--- src/rtl/gen_scheduler_pkg.sv ---
// Shared types for the generation scheduler: FSM state encoding and default widths.
package gen_scheduler_pkg;

  localparam int unsigned DefSpeedWidth = 4;
  localparam int unsigned DefGenWidth   = 16;

  typedef logic [DefSpeedWidth-1:0] speed_t;
  typedef logic [DefGenWidth-1:0]   gen_t;

  typedef enum logic [2:0] {
    StIdle,
    StStart,
    StRun,
    StWaitSwap,
    StSwap
  } sched_state_t;

endpackage

--- src/rtl/gen_scheduler_frame_pacer.sv ---
// Saturating frame counter; flags when enough frames have elapsed for the next generation.
module frame_pacer #(
  parameter int unsigned WIDTH = 4
) (
  input  logic             clk,
  input  logic             rst,
  input  logic             count_en,
  input  logic             clear,
  input  logic [WIDTH-1:0] speed,
  output logic             due
);

  logic [WIDTH-1:0] cnt_q;

  always_ff @(posedge clk or posedge rst) begin
    if (rst) begin
      cnt_q <= '0;
    end else if (clear) begin
      cnt_q <= '0;
    end else if (count_en && (cnt_q != '1)) begin
      cnt_q <= cnt_q + WIDTH'(1);
    end
  end

  // speed is compared live so a lowered setting takes effect immediately
  assign due = (cnt_q >= speed);

endmodule

--- src/rtl/gen_scheduler.sv ---
// Paces Life generations against display frames: start, wait for logic, swap on a frame boundary.
// Optional logic watchdog enabled by defining GEN_SCHED_WATCHDOG_EN.
module gen_scheduler
  import gen_scheduler_pkg::*;
#(
  parameter int unsigned SPEED_WIDTH = DefSpeedWidth,
  parameter int unsigned GEN_WIDTH   = DefGenWidth,
  parameter int unsigned WDOG_FRAMES = 4
) (
  input  logic                   clk_in,
  input  logic                   rst_in,
  input  logic                   render_done_in,
  input  logic                   logic_done_in,
  input  logic                   buf_ready_in,
  input  logic [SPEED_WIDTH-1:0] speed_in,
  input  logic                   pause_in,
  input  logic                   step_in,
  output logic                   logic_start_out,
  output logic                   buf_swap_out,
  output logic                   busy_out,
  output logic [GEN_WIDTH-1:0]   gen_count_out,
  output logic                   overrun_out,
  output logic                   timeout_out
);

  sched_state_t         state_q, state_d;
  logic                 step_pend_q;
  logic [GEN_WIDTH-1:0] gen_q;
  logic                 overrun_q;
  logic                 frame_due;
  logic                 wdog_expire;

  frame_pacer #(
    .WIDTH(SPEED_WIDTH)
  ) u_frame_pacer (
    .clk     (clk_in),
    .rst     (rst_in),
    .count_en(render_done_in && (state_q == StIdle)),
    .clear   ((state_q == StSwap) || wdog_expire),
    .speed   (speed_in),
    .due     (frame_due)
  );

`ifdef GEN_SCHED_WATCHDOG_EN
  localparam int unsigned WdogW = $clog2(WDOG_FRAMES + 1);

  logic [WdogW-1:0] wdog_q;
  logic             timeout_q;

  assign wdog_expire = (state_q == StRun) && render_done_in && !logic_done_in &&
                       (wdog_q == WdogW'(WDOG_FRAMES - 1));

  always_ff @(posedge clk_in or posedge rst_in) begin
    if (rst_in) begin
      wdog_q    <= '0;
      timeout_q <= 1'b0;
    end else begin
      if (state_q != StRun) begin
        wdog_q <= '0;
      end else if (render_done_in) begin
        wdog_q <= wdog_q + WdogW'(1);
      end
      if (wdog_expire) begin
        timeout_q <= 1'b1;
      end
    end
  end

  assign timeout_out = timeout_q;
`else
  logic unused_wdog;
  assign unused_wdog = ^WDOG_FRAMES;
  assign wdog_expire = 1'b0;
  assign timeout_out = 1'b0;
`endif

  always_comb begin
    state_d = state_q;
    unique case (state_q)
      StIdle: begin
        if (buf_ready_in && ((frame_due && !pause_in) || step_pend_q)) begin
          state_d = StStart;
        end
      end
      StStart: state_d = StRun;
      StRun: begin
        // a frame boundary coinciding with logic_done counts as the swap boundary
        if (logic_done_in) begin
          state_d = (render_done_in && buf_ready_in) ? StSwap : StWaitSwap;
        end else if (wdog_expire) begin
          state_d = StIdle;
        end
      end
      StWaitSwap: begin
        if (render_done_in && buf_ready_in) begin
          state_d = StSwap;
        end
      end
      StSwap:  state_d = StIdle;
      default: state_d = StIdle;
    endcase
  end

  always_ff @(posedge clk_in or posedge rst_in) begin
    if (rst_in) begin
      state_q     <= StIdle;
      step_pend_q <= 1'b0;
      gen_q       <= '0;
      overrun_q   <= 1'b0;
    end else begin
      state_q <= state_d;
      if (state_q == StStart) begin
        step_pend_q <= 1'b0;
      end else if (step_in && pause_in && (state_q == StIdle)) begin
        step_pend_q <= 1'b1;
      end
      if (state_q == StSwap) begin
        gen_q <= gen_q + GEN_WIDTH'(1);
      end
      if (render_done_in &&
          ((state_q == StStart) || ((state_q == StRun) && !logic_done_in))) begin
        overrun_q <= 1'b1;
      end
    end
  end

  assign logic_start_out = (state_q == StStart);
  assign buf_swap_out    = (state_q == StSwap);
  assign busy_out        = (state_q != StIdle);
  assign gen_count_out   = gen_q;
  assign overrun_out     = overrun_q;

endmodule

--- config.mk ---
export PLATFORM = sky130hd
export DESIGN_NAME = gen_scheduler
export DESIGN_NICKNAME = d
export VERILOG_FILES = /design/src/rtl/gen_scheduler_pkg.sv /design/src/rtl/gen_scheduler_frame_pacer.sv /design/src/rtl/gen_scheduler.sv
export SDC_FILE = /design/constraint.sdc
export NUM_CORES = 1
export LEC_CHECK = 0
export CAP_MARGIN = 20
export CORE_MARGIN = 1
export CORE_UTILIZATION = 53
export CTS_BUF_LIST = sky130_fd_sc_hd__clkbuf_8
export DETAILED_ROUTE_END_ITERATION = 10
export PLACE_DENSITY_LB_ADDON = 0.3
export SYNTH_ARGS = -nofsm -noshare
export SYNTH_HDL_FRONTEND = slang
export SYNTH_SLANG_ARGS = --single-unit
--- constraint.sdc ---
create_clock -name clk_in -period 3.8 [get_ports clk_in]
set_input_delay 0.57 -clock clk_in [delete_from_list [all_inputs] [get_ports clk_in]]
set_output_delay 0.57 -clock clk_in [all_outputs]
set_load 0.1 [all_outputs]
==> impl_results.rst <==
.. list-table::
   :header-rows: 1

   * - Metric
     - Value
   * - Run status
     - completed
   * - Critical path buffers and inverters
     - 2
   * - Global-route wire length before repair
     - 3.83 mm
   * - Worst hold slack after final layout
     - 476 ps
   * - Capture point of the worst reg-to-reg path
     - u_frame_pacer.cnt_q[3]
   * - Summed instance area of the synthesized netlist
     - 1220 µm²
   * - Most frequently used flop master after synthesis
     - dfrtp_1
   * - Endpoints failing hold
     - 0
   * - Post-route cell area
     - 1590 µm²
   * - Worst hold endpoint
     - gen_count_out[15]
   * - Hold wc startpoint
     - gen_count_out[15]
   * - Number of antenna violations at the first check in global routing
     - 0
   * - Antenna-violating nets left
     - 0
   * - Number of enable flip-flop cells after synthesis
     - 0
   * - Hold-fix buffer count after cts
     - 0
   * - Highest attainable clock frequency
     - 355 MHz
   * - Number of cells upsized or downsized after cts
     - 0
   * - Fraction of post-synthesis cell area in the top cell type by area
     - 51.1%
   * - Worst Hold Path Cells
     - 1
   * - GRT Util Overall
     - 20.6%
   * - Max-slew headroom
     - 35.4%
   * - Critical-path cell list
     - nor3_1 -> inv_1 -> clkdlybuf4s50_1
   * - Placed Instances
     - 172
   * - Worst stage delay on the critical path
     - 980 ps
   * - Switching portion of total power
     - 46.7%
   * - FF+latch count, synth
     - 25
   * - DRC marker count from the first detailed-route iteration
     - 17
   * - Slew at the pin with the worst max-slew slack
     - 966 ps
   * - Post-layout nets
     - 166
   * - Clk sinks
     - 25
   * - Seq pwr share
     - 38.8%
   * - Number of I/O pins
     - 32
   * - Register-to-register setup slack
     - 1990 ps
   * - Routed length per placed instance
     - 12.9 µm
   * - CTS HTree Levels
     - 1
   * - Half-perimeter wire length of the detailed placement result
     - 1.81 mm
   * - Top cells by count, synth
     - dfrtp_1, xnor2_1, nand3_1
   * - Input/output buffers
     - 30
   * - DP Area
     - 1550 µm²
   * - Crit-path max FO
     - 7
   * - Mapped Nets
     - 133
   * - Fraction of the cycle the final worst path needs
     - 74.1%
   * - Number of maximum-capacitance constraint violations
     - 0
   * - DR pass1 iterations
     - 4
   * - Maximum clock path buffer count
     - 2
   * - Total number of yosys warnings
     - 0
   * - Kind of cell with the highest combined delay on the critical path
     - buffers and inverters
   * - Number of buffers added for setup after CTS
     - 0
   * - Capturing element type of the critical path
     - output pin
   * - Clock share of power
     - 16.0%
   * - Portion of the post-synthesis area used by sequential elements
     - 51.1%
   * - Worst IR Drop VDD
     - 574 µV
   * - Count of pins over their slew limit
     - 0
   * - Synth async-reset ratio
     - 100%
   * - Synth-to-layout area growth
     - 30.1%
   * - Overall die width
     - 50.1 µm
   * - Detail-routed via count per cell
     - 5.32
   * - Crit path depth
     - 3
   * - Path category of the worst min-delay check
     - reg -> reg
   * - Slowest cell on crit path
     - clkdlybuf4s50_1
   * - Share of final-layout standard cells stronger than drive strength 1
     - 5.41%
   * - RSZ-0062 raised after global routing
     - false
   * - Depth of the most critical reg-to-reg path
     - 4
   * - Via Count
     - 937
   * - DRC violation count after routing
     - 0
   * - Total routed wirelength
     - 2.28 mm
   * - Number of standard cells in the final layout excluding fillers
     - 176
   * - R2R Path Start
     - state_q[1]
   * - Antenna diode instance count
     - 0
   * - P_int
     - 527 µW
   * - Biggest area contributors in the synthesized netlist
     - dfrtp_1, xnor2_1, ha_1
   * - Time the final worst path needs with I/O delays and setup
     - 2820 ps
   * - Total power divided by cell area
     - 620 nW/µm²
   * - Grt ovf
     - 0
   * - Net switching power of the design
     - 461 µW
   * - Setup Viol. Count Final
     - 0
   * - TritonCTS clock tree
     - yes
   * - Dominant cell by count in the synthesized netlist
     - dfrtp_1
   * - Routability-driven placement congestion ratio
     - 0.805
   * - Arrival time at the worst endpoint
     - 2250 ps
   * - Source-to-sink clock delay at the later pin of the worst-skew pair
     - 270 ps
   * - Reported leakage power
     - 0.000729 µW
   * - Inserted Clock Buffers
     - 3
   * - Most area-hungry cell type in the Yosys netlist
     - dfrtp_1
   * - Combinational group share of total power
     - 45.2%
   * - Setup Skew
     - 0.874 ps
   * - Register clock-pin slew on the reported worst setup and hold paths
     - 90 ps
   * - Path type of the worst setup path
     - reg -> out
   * - Largest net degree at the start of global routing
     - 26
   * - Via count of the first global-routing pass
     - 871
   * - Die height
     - 50.1 µm
   * - Data required time at the worst endpoint
     - 3230 ps
   * - Number of core rows
     - 17
   * - Critical Path Start Type
     - flip-flop
   * - Instance count of the mapped netlist
     - 116
   * - Buffer type at the clock tree root
     - clkbuf_8
   * - Avg Synthesized Cell Area
     - 10.6 µm²
   * - Distinct cell type count of the synthesized netlist
     - 29
   * - Summed negative setup slack over all endpoints
     - 0 ps
   * - Initial Util
     - 55.9%
   * - Core area
     - 2190 µm²
   * - Die footprint
     - 2510 µm²
==> cell type report <==
type	count	area [µm²]
Sequential cell	25	626
Fill cell	179	597
Multi-Input combinational cell	82	561
Timing Repair Buffer	30	298
Clock buffer	3	41.3
Tap cell	28	35.0
Inverter	7	26.3
Clock inverter	1	7.51
==> registers in the layout (all words and copies together) (netlist names) <==
| signal | flops |
|---|---|
| gen_count_out | 16 |
| step_pend_q | 1 |
| state_q | 3 |
| overrun_out | 1 |
| u_frame_pacer.cnt_q | 4 |
==> worst register-to-register path, cell delays in order (launching register included) <==
cell and delay (ps):
dfrtp_1 450, nor3_1 460, nand3_1 280, or3_1 400, a21oi_1 140
==> power groups by stage <==
| stage | Sequential, µW | Clock (µW) | Combinational [µW] |
|---|---|---|---|
| finish | 383 | 159 | 447 |
| detailed placement | 388 | 0 | 449 |
| global placement | 381 | 0 | 434 |
| global route | 392 | 170 | 478 |
| CTS | 383 | 162 | 451 |
| floorplan | 477 | 0 | 240 |
==> metrics by stage <==
| step | util, % | total power (µW) | setup slack [ps] |
|---|---|---|---|
| 2_1_floorplan | - | 717 | 1380 |
| 3_3_place_gp | 70.5 | 814 | 1320 |
| 3_5_place_dp | 70.5 | 837 | 1280 |
| 4_1_cts | 72.8 | 995 | 960 |
| 5_1_grt | 72.8 | 1040 | 810 |
| 6_report | 72.8 | 988 | 985 |
==> worst max-delay path by stage <==
stage / end / from / slack [ps]
floorplan: logic_start_out / state_q[1] / 1380
global placement: busy_out / state_q[1] / 1320
detailed placement: busy_out / state_q[1] / 1280
CTS: busy_out / state_q[1] / 960
global route: busy_out / state_q[1] / 810
finish: busy_out / state_q[1] / 980
==> routing by layer <==
metal | vias up | track usage [%] | share of wire (%)
met3 | 0 | 2.78 | 2.8
met1 | 457 | 24.8 | 44
met4 | 0 | 7.62 | 0
li1 | 460 | - | -
met5 | - | 0 | 0
met2 | 20 | 36.7 | 54
==> cell families after synthesis <==
| family | count (synthesis) | synth area share [%] |
|---|---|---|
| DFF | 25 | 51.1 |
| other | 1 | 0.306 |
| AOI/OAI and AO/OA | 12 | 5.72 |
| muxes | 2 | 1.74 |
| buffers and inverters | 9 | 3.17 |
| and+or+nand+nor | 45 | 20.4 |
| xor gates and xnor gates | 16 | 11.4 |
| adders and majority gates | 6 | 6.13 |
==> placed cells by master (no fill, tap or decap), types with 3 or more instances in the layout <==
| cell type | netlist | final |
|---|---|---|
| a21oi_1 | 3 | 3 |
| and3_1 | 3 | 3 |
| clkbuf_8 | 0 | 3 |
| clkdlybuf4s50_1 | 0 | 29 |
| dfrtp_1 | 25 | 25 |
| ha_1 | 6 | 6 |
| inv_1 | 6 | 6 |
| nand2_1 | 7 | 7 |
| nand2b_1 | 4 | 4 |
| nand3_1 | 11 | 11 |
| nand4_1 | 4 | 4 |
| nor2_1 | 7 | 7 |
| nor3_1 | 4 | 4 |
| o21ai_0 | 5 | 5 |
| xnor2_1 | 12 | 12 |
| xor2_1 | 4 | 4 |
Note: power is estimated with default switching activity, not from simulation.
